===== config.mk =====
export PLATFORM = sky130hd
export DESIGN_NAME = led_cnt_ctrl_flat
export DESIGN_NICKNAME = d
export VERILOG_FILES = /design/src/rtl/led_cnt_ctrl_if.sv /design/src/rtl/led_cnt_ctrl.sv /design/src/flat_wrapper.sv
export SDC_FILE = /design/constraint.sdc
export NUM_CORES = 1
export LEC_CHECK = 0
export ABC_AREA = 0
export CORE_AREA = 3 3 125 79
export CTS_BUF_LIST = sky130_fd_sc_hd__clkbuf_2 sky130_fd_sc_hd__clkbuf_4 sky130_fd_sc_hd__clkbuf_8
export DETAILED_ROUTE_END_ITERATION = 10
export DIE_AREA = 0 0 128 82
export PLACE_DENSITY = 0.75
export REMOVE_ABC_BUFFERS = 1
export SYNTH_ARGS = -nofsm -noshare
export SYNTH_HDL_FRONTEND = slang
export SYNTH_SLANG_ARGS = --single-unit

===== constraint.sdc =====
create_clock -name clk100 -period 2.2 [get_ports clk100]
set_clock_uncertainty 0.05 [all_clocks]
set_input_delay 0.66 -clock clk100 [delete_from_list [all_inputs] [get_ports clk100]]
set_output_delay 0.66 -clock clk100 [all_outputs]
set_load 0.005 [all_outputs]

===== src/rtl/led_cnt_ctrl_if.sv =====
// Single-cycle register bus between the processor side (master) and the
// LED counter controller (slave).
interface led_cnt_ctrl_if;
  logic        reg_wr_i;
  logic        reg_rd_i;
  logic [3:0]  reg_addr_i;
  logic [31:0] reg_wdata_i;
  logic [31:0] reg_rdata_o;
  logic        reg_rvalid_o;

  modport master (
    output reg_wr_i, reg_rd_i, reg_addr_i, reg_wdata_i,
    input  reg_rdata_o, reg_rvalid_o
  );

  modport slave (
    input  reg_wr_i, reg_rd_i, reg_addr_i, reg_wdata_i,
    output reg_rdata_o, reg_rvalid_o
  );
endinterface


===== src/rtl/led_cnt_ctrl.sv =====
// Register-side controller for the LED counter: register decode, divider
// load / interrupt-clear command sequencer, and sticky maskable interrupt.
module led_cnt_ctrl #(
  parameter logic [11:0] DIV_RST   = 12'd100,
  parameter int          PULSE_LEN = 1
) (
  input  logic          clk100,
  input  logic          rst,
  led_cnt_ctrl_if.slave bus,
  output logic [11:0]   div_o,
  output logic          wren_o,
  output logic          int_clr_o,
  input  logic [31:0]   int_cnt_i,
  input  logic          led_int_i,
  output logic          irq_o
);
  typedef enum logic [1:0] {IDLE, WREN, GAP, CLR} state_t;

  localparam logic [3:0] LAST = 4'(PULSE_LEN - 1);
  localparam int PEND = 0;
  localparam int OVF  = 1;
  localparam int DROP = 2;

  state_t      state_reg, state_next;
  logic [3:0]  cnt_reg, cnt_next;
  logic        both_reg, both_next;
  logic [11:0] div_out_reg, div_out_next;
  logic [11:0] div_reg;
  logic        irq_en_reg;
  logic        led_sync_reg, led_prev_reg;
  logic        irq_reg;
  logic        rvalid_reg;
  logic [31:0] rdata_reg, rdata_next;
  logic [2:0]  sticky_reg, sticky_set, sticky_clr;
  logic [1:0]  word;
  logic        wr_ctrl, wr_div, wr_status, rd;
  logic        cmd_load, cmd_clr, cmd_drop, busy, rise;
  logic        unused_bits;

  assign word      = bus.reg_addr_i[3:2];
  assign wr_ctrl   = bus.reg_wr_i && (word == 2'd0);
  assign wr_div    = bus.reg_wr_i && (word == 2'd1);
  assign wr_status = bus.reg_wr_i && (word == 2'd3);
  assign rd        = bus.reg_rd_i;

  assign busy     = (state_reg != IDLE);
  assign cmd_load = wr_ctrl & bus.reg_wdata_i[0];
  assign cmd_clr  = wr_ctrl & bus.reg_wdata_i[1];
  assign cmd_drop = (cmd_load | cmd_clr) & busy;
  assign rise     = led_sync_reg & ~led_prev_reg;

  // An edge landing on the same cycle as a PEND clear re-arms PEND and is
  // not counted as an overflow.
  assign sticky_set[PEND] = rise;
  assign sticky_clr[PEND] = wr_status & bus.reg_wdata_i[0];
  assign sticky_set[OVF]  = rise & sticky_reg[PEND] & ~sticky_clr[PEND];
  assign sticky_clr[OVF]  = wr_status & bus.reg_wdata_i[1];
  assign sticky_set[DROP] = cmd_drop;
  assign sticky_clr[DROP] = wr_status & bus.reg_wdata_i[3];

  generate
    for (genvar gi = 0; gi < 3; gi++) begin : g_sticky
      always_ff @(posedge clk100) begin
        if (rst) begin
          sticky_reg[gi] <= 1'b0;
        end else begin
          sticky_reg[gi] <= sticky_set[gi] | (sticky_reg[gi] & ~sticky_clr[gi]);
        end
      end
    end
  endgenerate

  always_comb begin
    rdata_next = 32'd0;
    case (word)
      2'd0:    rdata_next[2]    = irq_en_reg;
      2'd1:    rdata_next[11:0] = div_reg;
      2'd2:    rdata_next       = int_cnt_i;
      2'd3:    rdata_next[3:0]  = {sticky_reg[DROP], busy, sticky_reg[OVF], sticky_reg[PEND]};
      default: rdata_next       = 32'd0;
    endcase
  end

  always_ff @(posedge clk100) begin
    if (rst) begin
      div_reg      <= DIV_RST;
      irq_en_reg   <= 1'b0;
      led_sync_reg <= 1'b0;
      led_prev_reg <= 1'b0;
      irq_reg      <= 1'b0;
      rvalid_reg   <= 1'b0;
      rdata_reg    <= 32'd0;
    end else begin
      if (wr_div) begin
        div_reg <= bus.reg_wdata_i[11:0];
      end
      if (wr_ctrl) begin
        irq_en_reg <= bus.reg_wdata_i[2];
      end
      led_sync_reg <= led_int_i;
      led_prev_reg <= led_sync_reg;
      irq_reg      <= sticky_reg[PEND] & irq_en_reg;
      rvalid_reg   <= rd;
      if (rd) begin
        rdata_reg <= rdata_next;
      end
    end
  end

  always_ff @(posedge clk100) begin
    if (rst) begin
      state_reg   <= IDLE;
      cnt_reg     <= 4'd0;
      both_reg    <= 1'b0;
      div_out_reg <= DIV_RST;
    end else begin
      state_reg   <= state_next;
      cnt_reg     <= cnt_next;
      both_reg    <= both_next;
      div_out_reg <= div_out_next;
    end
  end

  always_comb begin
    state_next   = state_reg;
    cnt_next     = cnt_reg;
    both_next    = both_reg;
    div_out_next = div_out_reg;
    wren_o       = 1'b0;
    int_clr_o    = 1'b0;
    case (state_reg)
      IDLE: begin
        if (cmd_load) begin
          div_out_next = div_reg;
          both_next    = cmd_clr;
          cnt_next     = 4'd0;
          state_next   = WREN;
        end else if (cmd_clr) begin
          both_next  = 1'b0;
          cnt_next   = 4'd0;
          state_next = CLR;
        end
      end
      WREN: begin
        wren_o = 1'b1;
        if (cnt_reg == LAST) begin
          cnt_next   = 4'd0;
          state_next = both_reg ? GAP : IDLE;
        end else begin
          cnt_next = cnt_reg + 4'd1;
        end
      end
      GAP: begin
        cnt_next   = 4'd0;
        state_next = CLR;
      end
      CLR: begin
        int_clr_o = 1'b1;
        if (cnt_reg == LAST) begin
          cnt_next   = 4'd0;
          both_next  = 1'b0;
          state_next = IDLE;
        end else begin
          cnt_next = cnt_reg + 4'd1;
        end
      end
      default: state_next = IDLE;
    endcase
  end

  assign div_o            = div_out_reg;
  assign irq_o            = irq_reg;
  assign bus.reg_rdata_o  = rdata_reg;
  assign bus.reg_rvalid_o = rvalid_reg;
  assign unused_bits      = ^{bus.reg_addr_i[1:0], bus.reg_wdata_i[31:12]};
endmodule

===== src/flat_wrapper.sv =====
// flat-port wrapper written by rule: the top's interface ports become plain ports
module led_cnt_ctrl_flat 
#(
  parameter logic [11:0] DIV_RST   = 12'd100,
  parameter int          PULSE_LEN = 1
)
  (clk100, rst, div_o, wren_o, int_clr_o, int_cnt_i, led_int_i, irq_o, bus_reg_wr_i, bus_reg_rd_i, bus_reg_addr_i, bus_reg_wdata_i, bus_reg_rdata_o, bus_reg_rvalid_o);
  led_cnt_ctrl_if bus_i ();
  input  logic clk100;
  input  logic rst;
  output logic [11:0] div_o;
  output logic wren_o;
  output logic int_clr_o;
  input  logic [31:0] int_cnt_i;
  input  logic led_int_i;
  output logic irq_o;
  input wire logic [$bits(bus_i.reg_wr_i)-1:0] bus_reg_wr_i;
  input wire logic [$bits(bus_i.reg_rd_i)-1:0] bus_reg_rd_i;
  input wire logic [$bits(bus_i.reg_addr_i)-1:0] bus_reg_addr_i;
  input wire logic [$bits(bus_i.reg_wdata_i)-1:0] bus_reg_wdata_i;
  output wire logic [$bits(bus_i.reg_rdata_o)-1:0] bus_reg_rdata_o;
  output wire logic [$bits(bus_i.reg_rvalid_o)-1:0] bus_reg_rvalid_o;
  assign bus_i.reg_wr_i = bus_reg_wr_i;
  assign bus_i.reg_rd_i = bus_reg_rd_i;
  assign bus_i.reg_addr_i = bus_reg_addr_i;
  assign bus_i.reg_wdata_i = bus_reg_wdata_i;
  assign bus_reg_rdata_o = bus_i.reg_rdata_o;
  assign bus_reg_rvalid_o = bus_i.reg_rvalid_o;
  led_cnt_ctrl #(.DIV_RST(DIV_RST), .PULSE_LEN(PULSE_LEN)) u_core (.clk100(clk100), .rst(rst), .bus(bus_i), .div_o(div_o), .wren_o(wren_o), .int_clr_o(int_clr_o), .int_cnt_i(int_cnt_i), .led_int_i(led_int_i), .irq_o(irq_o));
endmodule

# Word level (Yosys, flattened, before mapping)
# Index checks and enable logic that the tools add are counted.
[totals] register_bits=71 in_bits=73 out_inout_bits=48 elab_cells=78
[classes] addsub=1 n_eq_ne=9 mux=21 bitwise_logic=21 reduce_logical=12
[op_table] cell="$mux W20" count=1
[op_table] cell="$pmux W8 S2" count=1
[op_table] cell="$and A1 B1 Y1" count=13
[op_table] cell="$mux W4" count=3
[op_table] cell="$pmux W4 S3" count=1
[op_table] cell="$mux W2" count=5
[op_table] cell="$eq A2 B2 Y1 const B" count=4
[op_table] cell="$pmux W2 S4" count=1
[op_table] cell="$pmux W2 S3" count=1
[op_table] cell="$reduce_and A3 Y1" count=2
[op_table] cell="$mux W1" count=5
[op_table] cell="$add A4 B1 Y4 const B" count=1
[op_table] cell="$eq A2 B1 Y1 const B" count=2
[op_table] cell="$logic_not A2 Y1" count=2
[op_table] cell="$logic_not A4 Y1" count=1
[op_table] cell="$ne A2 B1 Y1 const B" count=2
[op_table] cell="$not A1 Y1" count=4
[op_table] cell="$or A1 B1 Y1" count=4
[op_table] cell="$pmux W1 S4" count=1
[op_table] cell="$reduce_bool A2 Y1" count=2
[op_table] cell="$logic_and A1 B1 Y1" count=3
[op_table] cell="$ne A3 B1 Y1 const B" count=1
[op_table] cell="$pmux W1 S3" count=1
[op_table] cell="$pmux W1 S2" count=1
[op_table] cell="2 further kinds" count=2

# Longest topological paths before layout
[depth] word_depth=6 ltp_mapped=7 depth_no_buf=5

# Worst setup path before layout
# Ideal clock, no wire load.
[synth_path] kind="input-to-reg" startpoint="in bus_reg_addr_i[2]" endpoint="reg u_core.cnt_reg[0]" setup_ns=0.084 arrival_ns=1.717 required_time_ns=2.066 path_slack_ns=0.349 stages=6 n_path_buf=1 cell_sequence="inv_1 > ha_1 > clkbuf_2 > o211ai_4 > a221o_1 > o31ai_2"
[synth_between] elab_chain_len=5
[synth_rtl] item="start, declared" line_no="flat_wrapper.sv:19" source="input wire logic [$bits(bus_i.reg_addr_i)-1:0] bus_reg_addr_i;"
[synth_rtl] item="$logic_not A2 Y1 *" line_no="led_cnt_ctrl.sv:41" source="assign wr_ctrl = bus.reg_wr_i && (word == 2'd0);"
[synth_rtl] item="$logic_and A1 B1 Y1 *" line_no="led_cnt_ctrl.sv:41"
[synth_rtl] item="$and A1 B1 Y1" line_no="led_cnt_ctrl.sv:47" source="assign cmd_load = wr_ctrl & bus.reg_wdata_i[0];"
[synth_rtl] item="$mux W4" line_no="led_cnt_ctrl.sv:133" source="if (cmd_load) begin"
[synth_rtl] item="$pmux W4 S3" line_no="led_cnt_ctrl.sv:131" source="case (state_reg)"
[synth_rtl] item="end signal, assigned" line_no="led_cnt_ctrl.sv:118" source="cnt_reg <= cnt_next;"
[synth_rtl] item="end, declared" line_no="led_cnt_ctrl.sv:25" source="logic [3:0] cnt_reg, cnt_next;"
# Every way passes the cells marked *; elsewhere a longest branch is shown, timed or not.
# A chain may end at the register's enable or synchronous reset.

# Final worst setup path
[layout_path] startpoint="reg u_core.state_reg[0]" endpoint="out int_clr_o"
[layout_between] elab_chain_len=2
[layout_rtl] item="start, declared" line_no="led_cnt_ctrl.sv:24" source="state_t state_reg, state_next;"
[layout_rtl] item="start signal, assigned" line_no="led_cnt_ctrl.sv:117" source="state_reg <= state_next;"
[layout_rtl] item="$eq A2 B2 Y1" line_no="led_cnt_ctrl.sv:131"
[layout_rtl] item="$mux W1" line_no="led_cnt_ctrl.sv:131"
[layout_rtl] item="end, declared" line_no="flat_wrapper.sv:13" source="output logic int_clr_o;"
# No other way between the ends.

==> metrics <==
Design Power=2.936 mW; Clk pwr share=33.7%; # port buffers=98; fraction of the mapped netlist area in adder cells=4.957%; layout cells sized above 1=10.68%; Critical Path RT=1.49 ns; Vias=2837; CP peak stage delay=0.50 ns; setup slack, reg-to-reg=0.48 ns; largest family of logic cells by synthesized area=simple AND/OR/NAND/NOR gates; synth warn=0; worst min-delay path class=flip-flop to flip-flop; Peak VDD IR=0.4644 mV; Final WS setup=0.06032 ns; first-pass GRT wire length=13430 um; post-synthesis xor/xnor area fraction=0%; routed len/inst=14.82 um; CP Launch Type=flip-flop; Final HPWL DP=6532 um; critical-path maximum fanout=6; drt total wl=8652 um; Sw Share=26.14%; Core ar.=8919 um^2; Period Utilization, post-route=97.26%; LEAKAGE=1.651 nW; Worst-Margin Slew=0.5676 ns; DR iter-0 viols=158; Synth Area per Inst=8.485 um^2; sequential cell area fraction in the yosys report=46.92%; CTS max path bufs=2; Critical Path Sink Type=output pin; post-synthesis compound-gate area fraction=17.02%; multiplexer area fraction after synthesis=0.9913%; postcts setup bufs=0; clock slew at reported path FFs=0.07 ns; DRC=0; commonest cells after routing, fill and taps aside=clkdlybuf4s50_1 (95), dfxtp_1 (69), nand2_1 (54); Int Power=2.169 mW; total die area=10500 um^2; H-tree level count=3; Post-synth top flop=dfxtp_1; worst hold start=u_core.div_o[7]; Setup Crit Path Kind=flip-flop to output pin; cells along the critical path=ha_4, clkdlybuf4s50_1; Critical Path AT=1.43 ns; largest net degree at the start of global routing=36; Die Wd=128 um; max FFs per register=32; Cell Area, Synth=3029 um^2; final design utilization=49.73%; Sequential Power Share=47.3%; Synth async-reset ratio=0%; Area Overhead vs Synth=46.43%; PwrDens=661.9 nW/um^2; Synth Area in Simple Gates=24.95%; Slew headroom=61.93%; CP Launch Point=u_core.state_reg[0]; IO Pins=121; fillers=864; Worst-Skew Late Latency=0.35 ns; Final setup viols=0; NumNets Final=549; Final Hold Viols=0; DRT antenna net count=0; total CTS buffers=9; Slew Viols, Final=0; Syn Inst Count=357; number of flops mapped to enable cells by yosys=0; Slowest-stage cell, CP=clkdlybuf4s50_1; dpl ws=-0.2079 ns; CTS sink cnt=71; synth unique cells=39; GR Overflow Total=0; TritonCTS clock tree=done; Psw=767.3 uW; RSZ-0062 raised after global routing=false; CTS root buf=clkbuf_8; Total Neg Setup Slack=0 ns; most common cell after layout, fill and taps aside=clkdlybuf4s50_1; die height=82 um; min cycle time layout=2.140 ns; Hold-fix buffers, CTS=0; Seq cells post-synth=71; vias in the first global route=2667; Vias/cell=4.858; status=complete, no violations; Inserted Diodes=0; Comb power frac=19.0%; initial antenna violation count=0; router iterations before antenna repair=4; Std-Cell Rows=27; Overall Global Routing Usage=16.74%; Initial Util=33.96%; worst r2r src=u_core.state_reg[0]; Hold WS=0.4062 ns; max-cap violations=0; fmax=467.4 MHz; GP Congestion=0.8354
[cell families after synthesis]
group / after synthesis
simple gates: 153
compound gates: 81
buf+inv: 37
fa+ha+maj: 12
mux: 3
flops: 71
[synth_stat cells, types with 5 or more instances]
library cell	count	area [um^2]
a21oi_1	51	255.2
a22o_1	8	70.07
and2_1	5	31.28
buf_2	13	65.06
clkbuf_1	12	45.04
dfxtp_1	71	1421
ha_1	12	150.1
inv_1	10	37.54
nand2_1	54	202.7
nand2b_1	21	131.4
nand3_1	34	170.2
nand4_1	6	37.54
nor2_1	13	48.80
nor2b_1	13	81.33
[per-stage QoR]
stage,instances,cell area (um^2)
2_1_floorplan,331,2914
3_3_place_gp,569,4210
3_5_place_dp,569,4210
4_1_cts,584,4425
5_1_grt,584,4436
6_report,584,4436
[cell type report]
class / instances / area [um^2] / area share (%)
Clock buffer: 15 / 187.7 / 4.231
Multi-Input combinational cell: 249 / 1476 / 33.29
Timing Repair Buffer: 122 / 1154 / 26.01
Inverter: 11 / 43.79 / 0.9873
Tap cell: 116 / 145.1 / 3.272
Sequential cell: 71 / 1429 / 32.21
[worst max-delay path: cells and delay by family, from the launching register on]
| kind | cells | cell delay [ns] |
|---|---|---|
| fa+ha+maj | 1 | 0.18 |
| buf+inv | 1 | 0.50 |
| flops | 1 | 0.39 |
[metal layers]
metal	part of all wire, %	track usage (%)	wire, um
met2	41	24.74	3588
met4	1.1	4.979	91
met1	49	22.32	4266
met3	8.2	7.018	706
met5	0	0	0
[timing repair]
action,CTS,global route
resized for setup,7,4
setup endpoints to repair,2,2
cloned,0,0
endpoints found under the hold margin,0,0
[power groups by stage]
stage	registers [mW]	clock network (mW)	logic, mW
2_1_floorplan	1.39	0	0.256
3_3_place_gp	1.39	0	0.529
5_1_grt	1.39	1.08	0.611
3_5_place_dp	1.40	0	0.540
6_report	1.39	0.989	0.558
4_1_cts	1.38	1.03	0.557
[final timing paths]
kind	to	depth (start not counted)
worst max-delay path	int_clr_o	2
worst min-delay path	u_core.div_o[7]	2
worst max register to register	u_core.div_o[9]	5
worst min register to register	u_core.div_o[7]	2
No activity file was read; power rests on OpenSTA's default activity.
